[src/rtl/gcd_pkg.sv]
// Shared types and helpers for the Stein GCD engine: controller state encoding
// and the width of the common-power-of-two shift counter.
package gcd_pkg;

  typedef enum logic [2:0] {
    IDLE   = 3'd0,
    CHECK  = 3'd1,
    STRIP  = 3'd2,
    LOOP   = 3'd3,
    FINISH = 3'd4
  } state_t;

  // k counts shared factors of two; it never exceeds WIDTH-1.
  function automatic int k_width(input int width);
    return (width <= 2) ? 1 : $clog2(width);
  endfunction

endpackage

[src/rtl/gcd_stein_datapath.sv]
// Operand registers, comparators and shift/subtract logic for Stein's binary GCD.
// The controller steers it through load, check, strip, loop and capture phases.
module gcd_stein_datapath
  import gcd_pkg::*;
#(
  parameter int WIDTH = 16,
  parameter int CNT_W = 6
) (
  input  logic             clk,
  input  logic             rst,
  input  logic             load,
  input  logic             do_check,
  input  logic             do_strip,
  input  logic             do_loop,
  input  logic             capture,
  input  logic [WIDTH-1:0] in1,
  input  logic [WIDTH-1:0] in2,
  output logic             a_zero,
  output logic             b_zero,
  output logic             a_even,
  output logic             b_even,
  output logic             a_eq_b,
  output logic [WIDTH-1:0] out,
  output logic             zero_flag,
  output logic [CNT_W-1:0] iters
);

  localparam int K_W = k_width(WIDTH);

  logic [WIDTH-1:0] a, b, res;
  logic [K_W-1:0]   k;
  logic [CNT_W-1:0] cnt;
  logic             zf;
  logic             a_gt_b;
  logic [WIDTH-1:0] a_minus_b, b_minus_a;

  assign a_zero    = (a == '0);
  assign b_zero    = (b == '0);
  assign a_even    = ~a[0];
  assign b_even    = ~b[0];
  assign a_eq_b    = (a == b);
  assign a_gt_b    = (a > b);
  assign a_minus_b = a - b;
  assign b_minus_a = b - a;

  always_ff @(posedge clk) begin
    if (!rst) begin
      a         <= '0;
      b         <= '0;
      k         <= '0;
      res       <= '0;
      cnt       <= '0;
      zf        <= 1'b0;
      out       <= '0;
      zero_flag <= 1'b0;
      iters     <= '0;
    end else begin
      if (load) begin
        a   <= in1;
        b   <= in2;
        k   <= '0;
        cnt <= '0;
        zf  <= 1'b0;
      end else if (do_check) begin
        // Both-zero falls into the a_zero branch and yields res = b = 0.
        zf <= a_zero && b_zero;
        if (a_zero)
          res <= b;
        else if (b_zero)
          res <= a;
      end else if (do_strip) begin
        if (a_even && b_even) begin
          a <= a >> 1;
          b <= b >> 1;
          k <= k + K_W'(1);
        end
      end else if (do_loop) begin
        if (a_even)
          a <= a >> 1;
        else if (b_even)
          b <= b >> 1;
        else if (a_eq_b)
          res <= a << k;
        else if (a_gt_b)
          a <= a_minus_b >> 1;
        else
          b <= b_minus_a >> 1;
      end

      if ((do_strip || do_loop) && (cnt != {CNT_W{1'b1}}))
        cnt <= cnt + CNT_W'(1);

      if (capture) begin
        out       <= res;
        zero_flag <= zf;
        iters     <= cnt;
      end
    end
  end

endmodule

[src/rtl/gcd_stein_engine.sv]
// Stein binary GCD accelerator with go/busy/done handshake; the controller FSM
// lives here and drives the gcd_stein_datapath sub-module.
module gcd_stein_engine
  import gcd_pkg::*;
#(
  parameter int WIDTH = 16,
  parameter int CNT_W = 6
) (
  input  logic             clk,
  input  logic             rst,
  input  logic             go,
  input  logic [WIDTH-1:0] in1,
  input  logic [WIDTH-1:0] in2,
  output logic [WIDTH-1:0] out,
  output logic             done,
  output logic             busy,
  output logic             zero_flag,
  output logic [CNT_W-1:0] iters
);

  state_t state, state_next;
  logic   done_q;
  logic   load, do_check, do_strip, do_loop, capture;
  logic   a_zero, b_zero, a_even, b_even, a_eq_b;

  always_ff @(posedge clk) begin
    if (!rst) begin
      state  <= IDLE;
      done_q <= 1'b0;
    end else begin
      state  <= state_next;
      done_q <= (state == FINISH);
    end
  end

  always_comb begin
    state_next = state;
    load       = 1'b0;
    do_check   = 1'b0;
    do_strip   = 1'b0;
    do_loop    = 1'b0;
    capture    = 1'b0;
    case (state)
      IDLE: begin
        if (go) begin
          load       = 1'b1;
          state_next = CHECK;
        end
      end
      CHECK: begin
        do_check   = 1'b1;
        state_next = (a_zero || b_zero) ? FINISH : STRIP;
      end
      STRIP: begin
        do_strip = 1'b1;
        if (!(a_even && b_even))
          state_next = LOOP;
      end
      LOOP: begin
        do_loop = 1'b1;
        if (!a_even && !b_even && a_eq_b)
          state_next = FINISH;
      end
      FINISH: begin
        capture    = 1'b1;
        state_next = IDLE;
      end
      default: state_next = IDLE;
    endcase
  end

  // The done cycle is already IDLE, so busy must also cover it explicitly.
  assign done = done_q;
  assign busy = (state != IDLE) || done_q;

  gcd_stein_datapath #(
    .WIDTH(WIDTH),
    .CNT_W(CNT_W)
  ) u_datapath (
    .clk       (clk),
    .rst       (rst),
    .load      (load),
    .do_check  (do_check),
    .do_strip  (do_strip),
    .do_loop   (do_loop),
    .capture   (capture),
    .in1       (in1),
    .in2       (in2),
    .a_zero    (a_zero),
    .b_zero    (b_zero),
    .a_even    (a_even),
    .b_even    (b_even),
    .a_eq_b    (a_eq_b),
    .out       (out),
    .zero_flag (zero_flag),
    .iters     (iters)
  );

endmodule

[config.mk]
export PLATFORM = sky130hd
export DESIGN_NAME = gcd_stein_engine
export DESIGN_NICKNAME = d
export VERILOG_FILES = /design/src/rtl/gcd_pkg.sv /design/src/rtl/gcd_stein_datapath.sv /design/src/rtl/gcd_stein_engine.sv
export SDC_FILE = /design/constraint.sdc
export NUM_CORES = 1
export LEC_CHECK = 0
export BUFFER_PORTS_ARGS = -buffer_cell sky130_fd_sc_hd__buf_4
export CAP_MARGIN = 30
export CORE_UTILIZATION = 35
export CTS_CLUSTER_DIAMETER = 150
export DETAILED_ROUTE_END_ITERATION = 12
export GPL_ROUTABILITY_DRIVEN = 0
export HOLD_SLACK_MARGIN = 0.03
export PLACE_DENSITY = 0.57
export SYNTH_ARGS = -nofsm -noshare
export SYNTH_HDL_FRONTEND = slang
export SYNTH_HIERARCHICAL = 1
export SYNTH_SLANG_ARGS = --single-unit
[constraint.sdc]
create_clock -name clk -period 5.1 [get_ports clk]
set_input_delay 0.255 -clock clk [delete_from_list [all_inputs] [get_ports clk]]
set_output_delay 0.255 -clock clk [all_outputs]
set_load 0.01 [all_outputs]
Yosys cells after proc, flatten, opt, wreduce, memory -nomap -nowiden
Index checks and enable logic that the tools add are counted.

Equality and inequality tests: 18. Bitwise logic cells: 5. Add/subtract/negate cells: 4. Shift-type cells: 1. Magnitude comparators: 1. Muxes and demuxes: 39. Reductions and logical operators: 27.

Operators with widths (count): 2-to-1 mux 16 bit (26); logical NOT 16 bit (2); subtractor 16 bit (2); inequality test 4 x 3 -> 1 bit (second input constant) (5); == test 16 bit (1); greater-than comparator 16 bit (1); left shift 16 x 4 -> 16 bit (1); 2-to-1 mux 3 bit (4); 2-to-1 mux 6 bit (2); case mux 3 bit (4 select lines) (1); AND reduction 6 bit (2); inequality test 2 bit (second input constant) (5); nonzero test 2 bit (5); AND reduction 3 bit (3); nonzero test 3 bit (3); AND reduction 7 bit (1); adder 6 x 1 -> 6 bit (second input constant) (1); == test 3 x 2 -> 1 bit (second input constant) (2); 2-to-1 mux 1 bit (6); inequality test 6 bit (second input constant) (1); logical AND 1 bit (5); NOT 1 bit (5); adder 4 x 1 -> 4 bit (second input constant) (1); AND reduction 4 bit (1); 7 further kinds (9).

Flip-flop bits (word level): 86. Output and inout port bits: 25. Input port bits: 35. Word-level logic and storage cells: 108.

Depth between registers and ports, before layout
Gate-level depths: netlist of the first run.

Depth in word-level cells: 9. Depth in mapped cells: 12.

Hierarchy
The synthesis of the first run kept the hierarchy.

Modules (own cells, without submodules): gcd_stein_datapath (area an instance 6195.9 um^2, instances 1, cells an instance 757, sequential area each 1641.6 um^2); gcd_stein_engine (area an instance 227.7 um^2, instances 1, cells an instance 25, sequential area each 80.1 um^2).

Worst setup path before layout of the first run
OpenSTA, ideal clock, no wires.

Path type: flip-flop to flip-flop. Start: reg u_datapath.a[1]. End: reg u_datapath.a[3]. Arrival time: 2.896 ns. Path buffers: 2. Slack: 2.111 ns. Cell stages (with the launch flop): 12. Cells stage by stage: dfxtp_1 -> clkbuf_1 -> inv_1 -> fa_1 -> nand2b_1 -> a21oi_1 -> o21ai_1 -> o311ai_4 -> nor4b_1 -> buf_2 -> a221oi_1 -> o32ai_1.

Cells in the longest elaborated chain, start to end: 9. Elaborated cells on any way between the ends: 14. Classes of those cells: add/sub (1); order compare (1); eq/ne (3); mux (8); reduce/logical (1).

Ends and longest elaborated chain: start: declaration (RTL line gcd_stein_datapath.sv:30) `logic [WIDTH-1:0] a, b, res;`; start signal: assignment (RTL line gcd_stein_datapath.sv:59) `a <= in1;`; start signal: assignment (RTL line gcd_stein_datapath.sv:73) `a <= a >> 1;`; start signal: assignment (RTL line gcd_stein_datapath.sv:79) `a <= a >> 1;`; subtractor 16 bit (RTL line gcd_stein_datapath.sv:43) `assign a_minus_b = a - b;`; 2-to-1 mux 16 bit (RTL line gcd_stein_datapath.sv:84) `else if (a_gt_b)`; 2-to-1 mux 16 bit (RTL line gcd_stein_datapath.sv:82) `else if (a_eq_b)`; 2-to-1 mux 16 bit (RTL line gcd_stein_datapath.sv:80) `else if (b_even)`; 2-to-1 mux 16 bit (RTL line gcd_stein_datapath.sv:78) `if (a_even)`; 2-to-1 mux 16 bit (RTL line gcd_stein_datapath.sv:77) `end else if (do_loop) begin`; 2-to-1 mux 16 bit (RTL line gcd_stein_datapath.sv:71) `end else if (do_strip) begin`; 2-to-1 mux 16 bit (RTL line gcd_stein_datapath.sv:64) `end else if (do_check) begin`; 2-to-1 mux 16 bit (RTL line gcd_stein_datapath.sv:58) `if (load) begin`.

Parallel ways exist; a longest one is shown, timed or not. The select of a mux whose other input is x is not followed. A chain may end at the register's enable or synchronous reset.

Final worst setup path of the first run
Start: reg u_datapath.a[0]. End: reg u_datapath.a[10].

Elaborated cells on any way between the ends: 18. Classes of those cells: add/sub (1); order compare (1); eq/ne (5); mux (8); bitwise (1); reduce/logical (2).

RTL lines: NOT 1 bit (RTL line gcd_stein_datapath.sv:39) `assign a_even = ~a[0];`; via a_even (RTL line gcd_stein_engine.sv:24) `logic a_zero, b_zero, a_even, b_even, a_eq_b;`; logical AND 1 bit (RTL line gcd_stein_datapath.sv:72) `if (a_even && b_even) begin`; inequality test 3 bit (no line); AND reduction 6 bit (no line).

The timed path passes the listed nets, and every way through them passes these cells. The select of a mux whose other input is x is not followed.

==> results.md, run 1 <==
* Status: finished, final reports clean
* Mapped Avg Cell Area at approximately 8 µm²
* Reg2reg setup slack at 1300 ps
* Startpoint of the worst register-to-register path: u_datapath/a[0]
* Yosys warns at 6
* Int Power at 2.78 mW
* CTS root buffer: clkbuf_16
* Design Area, Final at 7350 µm²
* Clk slew on worst S/H paths at around 80 ps
* H-tree depth at 3
* Cts bufs inserted at 9
* Worst path max stage delay at 650 ps
* Post-CTS Setup Bufs at 0
* Final core occ at 0.409
* Number of port buffers at 59
* Pre-CTS WS at 1430 ps
* Flop pwr share at 0.196
* Post-Route WL at between 20,000 and 25,000 µm
* # nets final at 873
* Tmin final at roughly 3800 ps
* Non-filler cells, final at 1,036
* Detailed Route Iter0 Violations at roughly 540
* Post-synth EDFFs at 0
* Post-synthesis sequential area ratio at 0.268
* Sw Ratio at 0.514
* CP max stage cell: dfxtp_1
* Critical R2R Capture: u_datapath/a[10]
* Crit share post-route at 0.745
* Cell Chain, Critical Path: inv_1 > ha_1 > fa_1 > nand2b_1 > a21oi_1 > o21ai_1 > o311ai_4 > nand4b_1 > o31a_1 > o32ai_1
* Synth top area share at 0.268
* Clock Path Buffers at 2
* Critical Path Sink Type: register
* Syn Std Cell Area at between 6000 and 7000 µm²
* Tot Pwr at ~5.7 mW
* End of the critical path: u_datapath/a[10]
* Worst VDD drop at 0.306 mV
* Fmax at 263 MHz
* Leak at between 2 and 3 nW
* CORE AREA at roughly 18,000 µm²
* Synth async-reset ratio at 0
* # fillers at 1,847
* Fin. max-slew vios at 0
* Largest net degree at the start of global routing at 53
* Vias in the first global route at 5,769
* Row cnt at 49
* Post_cts resized at 0
* TritonCTS Sinks at 86
* Critical path origin: u_datapath/a[0]
* N_diodes at 0
* Starting Density at 0.358
* Psw at 2.94 mW
* Die area at 18,900 µm²
* Post-DP HPWL at 14,600 µm
* #FFs+latches synth at 86
* Max_slew headroom at 0.393
* Comb power frac at 0.672
* DR WL/cell at 19.6 µm
* CP Launch Type: register
* P&R area growth vs syn at 14.4%
* Area contributors post-synth: dfxtp_1 (27%), ha_1 (6.6%), mux2i_1 (6.5%)
* Synth unique cells at 75
* Fraction of layout cells with a size suffix above 1 at 0.155
* Mapped Nets at 853
* DRC Markers at 0
* MaxCap Viol Count at 0
* Aggregate global-route resource usage at 0.222
* Worst-Skew Late Latency at around 360 ps
* PwrDens at a little under 800 nW/µm²
* Area after DPL at 7020 µm²
* Setup violators final at 0
* CTS tree: built
* Antenna violations before repair at 0
* Drt pass-1 iters at 5
* Placed Cells at 1,020
* Kind of critical path: reg -> reg
* Biggest area consumer among synthesized cells: dfxtp_1
* Via/cell ratio at 5.93
* Hold Slack at approximately 160 ps
* Hold crit path type: in -> reg
* Top FF cell, synth: dfxtp_1
* GRT overflow at 0
* Crit Path Max Fanout at 13
* Final Hold Vio Count at 0
* CTS Hold Bufs at 0
* First-pass GRT wire length at 32,100 µm
* Worst-Margin Slew at 904 ps
* Path depth of the worst reg2reg path at 10
* Required time of the critical path at 5360 ps
* Clk pwr share at 0.132
* I/O pins at 60
* Worst endpoint data arrival time at 4050 ps
* Worst Skew at 14.4 ps
* Die height at 137 µm
* Syn Inst Count at 782
* Hold path startpoint: in1[15]
* Post-route ant nets at 0
* Die X at 137 µm
* RSZ-0062 raised after global routing: false
* Setup_tns at 0 ps
* Vias at 6,139
* Setup ws final at 1300 ps
[routing by layer]
metal  share of wire  up-vias  wire length, µm  track usage
li1                -     2920                -            -
met1            0.45     2919             9240        0.305
met2            0.44      249             8990        0.344
met3           0.069       51             1400       0.0372
met4           0.034        0              682       0.0897
met5               0        -                0            0
[kinds of logic (layout without fill, tap and decap cells)]
| family | after synthesis | in the layout | share of synthesized area |
|---|---|---|---|
| xor gates and xnor gates | 25 | 25 | 0.0341 |
| and+or+nand+nor | 220 | 220 | 0.170 |
| DFF | 86 | 86 | 0.268 |
| buffers and inverters | 105 | 130 | 0.0670 |
| AOI/OAI and AO/OA | 254 | 254 | 0.274 |
| adders and majority gates | 36 | 36 | 0.0725 |
| muxes | 56 | 56 | 0.115 |
[synthesized netlist by cell type (13+ instances only)]
| master | count |
|---|---|
| o32ai_1 | 15 |
| a21o_1 | 22 |
| clkbuf_1 | 35 |
| o21ai_0 | 41 |
| mux4_2 | 14 |
| ha_1 | 34 |
| xnor2_1 | 18 |
| nand2_1 | 44 |
| inv_1 | 40 |
| dfxtp_1 | 86 |
| nor2_1 | 94 |
| o211ai_1 | 13 |
| buf_2 | 13 |
| mux2i_1 | 42 |
| a21oi_1 | 65 |
[registers in the layout, indices dropped and copies added (netlist names), 3 cells and up]
signal	count
state	3
u_datapath/res	16
u_datapath/k	4
u_datapath/out	16
u_datapath/b	16
u_datapath/iters	6
u_datapath/a	16
u_datapath/cnt	6
[power groups by stage]
stage / sequential (mW) / clock, mW / combinational [mW]
floorplan: 0.967 / 0 / 2.95
global placement: 1.12 / 0 / 3.77
detailed placement: 1.12 / 0 / 3.74
CTS: 1.11 / 0.772 / 3.77
global route: 1.14 / 0.792 / 4.19
finish: 1.12 / 0.757 / 3.84
[final cells by class]
type / instances / area, µm² / share of cell area
Multi-Input combinational cell: 591 / 4290 / 0.584
Tap cell: 229 / 287 / 0.0390
Sequential cell: 86 / 1720 / 0.234
Timing Repair Buffer: 72 / 561 / 0.0763
Inverter: 42 / 158 / 0.0215
Clock buffer: 9 / 225 / 0.0306
Clock inverter: 7 / 103 / 0.0140
[cell usage in the layout, fill, tap and decap left out, drive strengths merged, types with 10 or more instances in the layout]
cell | netlist | layout
nand2 | 44 | 44
nor2 | 94 | 94
a21oi | 66 | 66
mux4 | 14 | 14
a21o | 22 | 22
nor3 | 12 | 12
a31oi | 10 | 10
o21ai | 42 | 42
o211ai | 13 | 13
nand2b | 12 | 12
xnor2 | 18 | 18
o221ai | 10 | 10
o32ai | 15 | 15
a211oi | 12 | 12
inv | 41 | 44
a221oi | 11 | 11
dfxtp | 86 | 86
ha | 34 | 34
buf | 27 | 72
mux2i | 42 | 42
[worst min path at each step]
stage,to,cells after the start
floorplan,done,1
global placement,u_datapath/res[10],2
detailed placement,u_datapath/res[10],2
CTS,u_datapath/a[15],3
global route,u_datapath/a[15],3
finish,u_datapath/a[15],3
[critical path, delay by kind of cell, from the launching register on]
family / cells / cell delay (ps)
AND/OR/NAND/NOR: 2 / 490
AO/OA/AOI/OAI: 5 / 1600
flip-flops: 1 / 650
adder cells (fa/ha/maj): 2 / 690
buffers and inverters: 1 / 270
No activity file was read; power rests on OpenSTA's default activity.
==> run 2: changes to the inputs <==
clock period = 3.8 ns   (was 5.1 ns; I/O delays follow)
==> results.md, run 2 (same netlist as run 1, synthesis figures left out) <==
* Vias in the first global route at 5,792 (+0.40%)
* Max_slew headroom at 0.452 (+0.0581)
* Final Hold Vio Count at 0 (unchanged)
* Via/cell ratio at 5.87 (-0.96%)
* Commonest non-fill, non-tap cells in the layout: nor2_1 (94), buf_4 (93), dfxtp_1 (86), a21oi_1 (65), nand2_1 (44)
* Startpoint of the worst register-to-register path: u_datapath/a[5]
* Buffers & Inverters on Critical Path at 2 (+1)
* Status: finished, final reports clean
* # fillers at 1,847 (unchanged)
* Cell Chain, Critical Path: inv_1 > ha_1 > a21o_1 > or3_1 > o21ai_1 > o311ai_4 > o31ai_2 > buf_4 > nand2_1 > o32ai_1
* Reg2reg setup slack at 430 ps (-880 ps)
* Post-CTS Setup Bufs at 0 (unchanged)
* H-tree depth at 3 (unchanged)
* Grt met1 use at 0.301 (-0.00344)
* Aggregate global-route resource usage at 0.224 (+0.00174)
* Setup_tns at 0 ps (unchanged)
* Largest net degree at the start of global routing at 41 (-23%)
* Area after DPL at 7230 µm² (+2.9%)
* CTS root buffer: clkbuf_16
* Hold path startpoint: in1[15]
* CP max stage cell: o31ai_2
* Global-route track usage on met3 at 0.0522 (+0.0151)
* Met2 usage at 0.343 (-0.000838)
* Post-Route WL at 20,600 µm (+1.3%)
* Worst-Skew Late Latency at 360 ps (about the same)
* Number of port buffers at 59 (unchanged)
* CORE AREA at 18,000 µm² (unchanged)
* DRC Markers at 0 (unchanged)
* Worst Skew at 14.3 ps (-0.0739 ps)
* I/O pins at 60 (unchanged)
* Detailed Route Iter0 Violations at 518 (-3.4%)
* First-pass GRT wire length at 32,100 µm (about the same)
* Worst-Margin Slew at 820 ps (-84.8 ps)
* WHS Path Cells at 3 (unchanged)
* Critical path's top delay family: compound AO/OA/AOI/OAI gates
* Commonest non-fill, non-tap cell in the layout: nor2_1
* TritonCTS Sinks at 86 (unchanged)
* Die X at 137 µm (unchanged)
* Post-route ant nets at 0 (unchanged)
* Worst endpoint data arrival time at 3640 ps (-410 ps)
* N_diodes at 0 (unchanged)
* P&R area growth vs syn at 17.2%
* Fin. max-slew vios at 0 (unchanged)
* Worst hold endpoint: u_datapath/a[15]
* Antenna violations before repair at 0 (unchanged)
* MaxCap Viol Count at 0 (unchanged)
* PwrDens at 1040 nW/µm² (+33%)
* Setup violators final at 0 (unchanged)
* Gr busiest metal: met2
* GRT overflow at 0 (unchanged)
* Post_cts resized at 0 (unchanged)
* Crit share post-route at 0.888 (+0.143)
* DR WL/cell at 19.4 µm (-0.95%)
* CP Launch Type: register
* Post-DP HPWL at 15,100 µm (+3.8%)
* Leak at 2.97 nW (+4.1%)
* Cts bufs inserted at 9 (unchanged)
* Hold Slack at 110 ps (-48.4 ps)
* Fmax at 296 MHz (+13%)
* Clock Path Buffers at 2 (unchanged)
* Clk slew on worst S/H paths at 70 ps (about the same)
* Required time of the critical path at 4060 ps (-1300 ps)
* Drt pass-1 iters at 5 (unchanged)
* Row cnt at 49 (unchanged)
* RSZ-0062 raised after global routing: false
* Critical Path Sink Type: register
* Path depth of the worst reg2reg path at 10 (unchanged)
* CTS Hold Bufs at 0 (unchanged)
* Die height at 137 µm (unchanged)
* Starting Density at 0.358 (unchanged)
* Tmin final at 3370 ps (-424 ps)
* Vias at 6,221 (+1.3%)
* Design Area, Final at 7530 µm² (+2.4%)
* Critical R2R Capture: u_datapath/b[4]
* Die area at 18,900 µm² (unchanged)
* Fraction of layout cells with a size suffix above 1 at 0.179 (+0.0244)
* Crit Path Max Fanout at 16 (+3)
* CTS tree: built
* Kind of critical path: reg -> reg
* # nets final at 897 (+2.7%)
* Worst VDD drop at 0.364 mV (+19%)
* Hold crit path type: in -> reg
* Worst path max stage delay at 490 ps (-160 ps)
run 2: how the worst max path moves through the flow:
stage | from | to | slack (ps) | depth (start not counted)
floorplan | u_datapath/a[1] | u_datapath/a[3] | 810 | 11
global route | u_datapath/a[5] | u_datapath/b[4] | 290 | 10
global placement | u_datapath/a[5] | u_datapath/b[3] | 600 | 10
finish | u_datapath/a[5] | u_datapath/b[4] | 430 | 10
CTS | u_datapath/a[5] | u_datapath/b[4] | 490 | 10
detailed placement | u_datapath/a[5] | u_datapath/b[4] | 510 | 10
run 2: final cells by class:
| class | count | area (µm²) | area share |
|---|---|---|---|
| repair buffers | 96 | 766 | 0.102 |
| well taps | 229 | 287 | 0.0381 |
| clock buffers | 9 | 225 | 0.0299 |
| multi-input cells | 591 | 4290 | 0.570 |
| clock inverters | 7 | 76.3 | 0.0101 |
| flip-flops and latches | 86 | 1720 | 0.229 |
| inverters | 42 | 158 | 0.0209 |
run 2: metal layers:
layer  part of all wire  wire, µm
met1               0.45      9320
met2               0.45      9340
met3              0.066      1350
met4              0.028       570
met5                  0         0
run 2: metrics by stage:
| step | utilization | instances | total power, mW | worst slack [ps] |
|---|---|---|---|---|
| after floorplan | - | 782 | 5.25 | 811 |
| after global placement | 0.401 | 1043 | 6.78 | 598 |
| after detailed placement | 0.402 | 1044 | 6.78 | 508 |
| after CTS | 0.419 | 1060 | 7.72 | 486 |
| after global routing | 0.419 | 1060 | 8.35 | 290 |
| final | 0.419 | 1060 | 7.79 | 427 |
run 2: report_power, final:
part	internal (mW)	switching, mW	total [mW]
clock	0.468	0.438	0.906
combinational	2.23	3.29	5.52
sequential	1.10	0.268	1.37
run 2: worst reg2reg max path, delay by kind of cell (launching register included):
| kind | cells | cell delay [ps] |
|---|---|---|
| and+or+nand+nor | 2 | 440 |
| AOI/OAI and AO/OA | 5 | 1470 |
| adders and majority gates | 1 | 430 |
| buffers and inverters | 2 | 470 |
| DFF | 1 | 470 |
==> run 3: changes to the inputs <==
CORE_UTILIZATION = 55   (was 35)
GPL_TIMING_DRIVEN = 1   (was unset)
PLACE_DENSITY = 0.8   (was 0.57)
==> results.md, run 3 (same netlist as run 1, synthesis figures left out) <==
* Kind of critical path: reg -> reg
* Tot Pwr at 7.66 mW (-1.7%)
* Clk slew on worst S/H paths at 70 ps (about the same)
* TritonCTS Sinks at 86 (unchanged)
* Vias in the first global route at 6,012 (+3.8%)
* CTS tree: built
* # fillers at 960 (-48%)
* Sw Ratio at 0.518 (+0.00547)
* Post-Route WL at 19,900 µm (-3.3%)
* Cell Chain, Critical Path: inv_1 > fa_1 > nand2b_1 > a21oi_1 > o21ai_1 > o311ai_4 > nor4b_1 > buf_4 > a221oi_1 > o32ai_1
* Max_slew headroom at 0.300 (-0.151)
* Critical R2R Capture: u_datapath/a[3]
* CTS root buffer: clkbuf_16
* Fmax at 292 MHz (-1.5%)
* P&R area growth vs syn at 12.7%
* Worst hold endpoint: u_datapath/a[15]
* Tmin final at 3420 ps (+50.4 ps)
* Starting Density at 0.563 (+0.205)
* Worst path max stage delay at 560 ps (+70 ps)
* DR WL/cell at 20.8 µm (+7.3%)
* Clk pwr share at 0.124 (+0.008)
* Vias at 6,525 (+4.9%)
* Startpoint of the worst register-to-register path: u_datapath/a[1]
* Commonest non-fill, non-tap cells in the layout: nor2_1 (94), dfxtp_1 (86), buf_4 (77), a21oi_1 (65), nand2_1 (44)
* Aggregate global-route resource usage at 0.338 (+0.114)
* GRT overflow at 0 (unchanged)
* # nets final at 878 (-2.1%)
* PwrDens at 1060 nW/µm² (+2.2%)
* Area after DPL at 6920 µm² (-4.2%)
* Row cnt at 39 (-20%)
* Worst endpoint data arrival time at 3650 ps (about the same)
* Largest net degree at the start of global routing at 41 (unchanged)
* Die area at 12,100 µm² (-36%)
* CTS Hold Bufs at 0 (unchanged)
* Reg2reg setup slack at 380 ps (-50 ps)
* CP max stage cell: dfxtp_1
* Setup_tns at 0 ps (unchanged)
* Post-CTS Setup Bufs at 0 (unchanged)
* Hold path startpoint: in1[15]
* Detailed Route Iter0 Violations at 893 (+72%)
* Number of port buffers at 59 (unchanged)
* Path depth of the worst reg2reg path at 10 (unchanged)
* N_diodes at 0 (unchanged)
* H-tree depth at 3 (unchanged)
* Post-route ant nets at 0 (unchanged)
* Worst-Margin Slew at 1050 ps (+229 ps)
* Cts bufs inserted at 9 (unchanged)
* Die X at 110 µm (-20%)
* Critical Path Sink Type: register
* RSZ-0062 raised after global routing: false
* Leak at 2.85 nW (-3.8%)
* First-pass GRT wire length at 31,200 µm (-2.7%)
* Psw at 3.97 mW (-0.66%)
* Comb power frac at 0.683 (-0.025)
* Design Area, Final at 7240 µm² (-3.8%)
* Status: finished, final reports clean
* Fin. max-slew vios at 0 (unchanged)
* Worst Skew at 9.71 ps (-4.58 ps)
* Drt pass-1 iters at 6 (+1)
* Final Hold Vio Count at 0 (unchanged)
* Post_cts resized at 0 (unchanged)
* Die height at 110 µm (-20%)
* Crit share post-route at 0.901 (+0.0133)
* WHS Path Cells at 3 (unchanged)
* DRC Markers at 0 (unchanged)
* Required time of the critical path at 4030 ps (-30 ps)
* Hold crit path type: in -> reg
* Setup violators final at 0 (unchanged)
* CORE AREA at 11,400 µm² (-36%)
* MaxCap Viol Count at 0 (unchanged)
* CP Launch Type: register
* Int Power at 3.69 mW (-2.8%)
* Commonest non-fill, non-tap cell in the layout: nor2_1
* Antenna violations before repair at 0 (unchanged)
* I/O pins at 60 (unchanged)
* Worst VDD drop at 0.696 mV (+91%)
* Fraction of layout cells with a size suffix above 1 at 0.159 (-0.0204)
* Clock Path Buffers at 2 (unchanged)
* Worst-Skew Late Latency at 350 ps (about the same)
* Flop pwr share at 0.193 (+0.017)
* Via/cell ratio at 6.83 (+16%)
* Post-DP HPWL at 14,000 µm (-7.2%)
* Crit Path Max Fanout at 11 (-5)
==> run 3: worst max-delay path by stage <==
stage / cells after the start / endpoint / start
2_1_floorplan: 11 / u_datapath/a[3] / u_datapath/a[1]
3_3_place_gp: 9 / u_datapath/a[11] / u_datapath/a[1]
3_5_place_dp: 10 / u_datapath/a[3] / u_datapath/a[1]
4_1_cts: 10 / u_datapath/a[3] / u_datapath/a[1]
5_1_grt: 10 / u_datapath/a[3] / u_datapath/a[1]
6_report: 10 / u_datapath/a[3] / u_datapath/a[1]
==> run 3: worst max-delay path, delay by kind of cell (launching register included) <==
family	cells	cell delay [ps]
adder cells (fa/ha/maj)	1	470
buffers and inverters	2	430
AND/OR/NAND/NOR	2	480
flip-flops	1	560
AO/OA/AOI/OAI	5	1360
==> run 3: final cells by class <==
cell class / count / area, µm² / area share
Tap cell: 143 / 179 / 0.0247
Timing Repair Buffer: 77 / 578 / 0.0798
Multi-Input combinational cell: 591 / 4290 / 0.592
Clock buffer: 9 / 225 / 0.0311
Clock inverter: 7 / 90.1 / 0.0124
Sequential cell: 86 / 1720 / 0.238
Inverter: 42 / 158 / 0.0218
==> run 3: power groups by stage <==
stage	sequential, mW	clock, mW	combinational [mW]
after global routing	1.50	0.996	5.61
final	1.48	0.952	5.23
after detailed placement	1.47	0	4.99
after CTS	1.45	0.957	5.04
after floorplan	1.30	0	3.95
after global placement	1.46	0	4.92
==> run 3: stage by stage <==
stage / std cells / hold WS (ps) / utilization / setup WS [ps]
2_1_floorplan: 782 / 312 / - / 811
3_3_place_gp: 939 / 458 / 0.606 / 747
3_5_place_dp: 939 / 461 / 0.606 / 519
4_1_cts: 955 / 109 / 0.634 / 485
5_1_grt: 955 / 138 / 0.634 / 124
6_report: 955 / 110 / 0.634 / 377
==> run 3: per-layer routing <==
metal,up-vias,GRT usage,part of all wire
met5,-,0,0
met4,0,0.186,0.066
met3,121,0.0729,0.11
met2,456,0.527,0.43
met1,3014,0.435,0.39
li1,2934,-,-
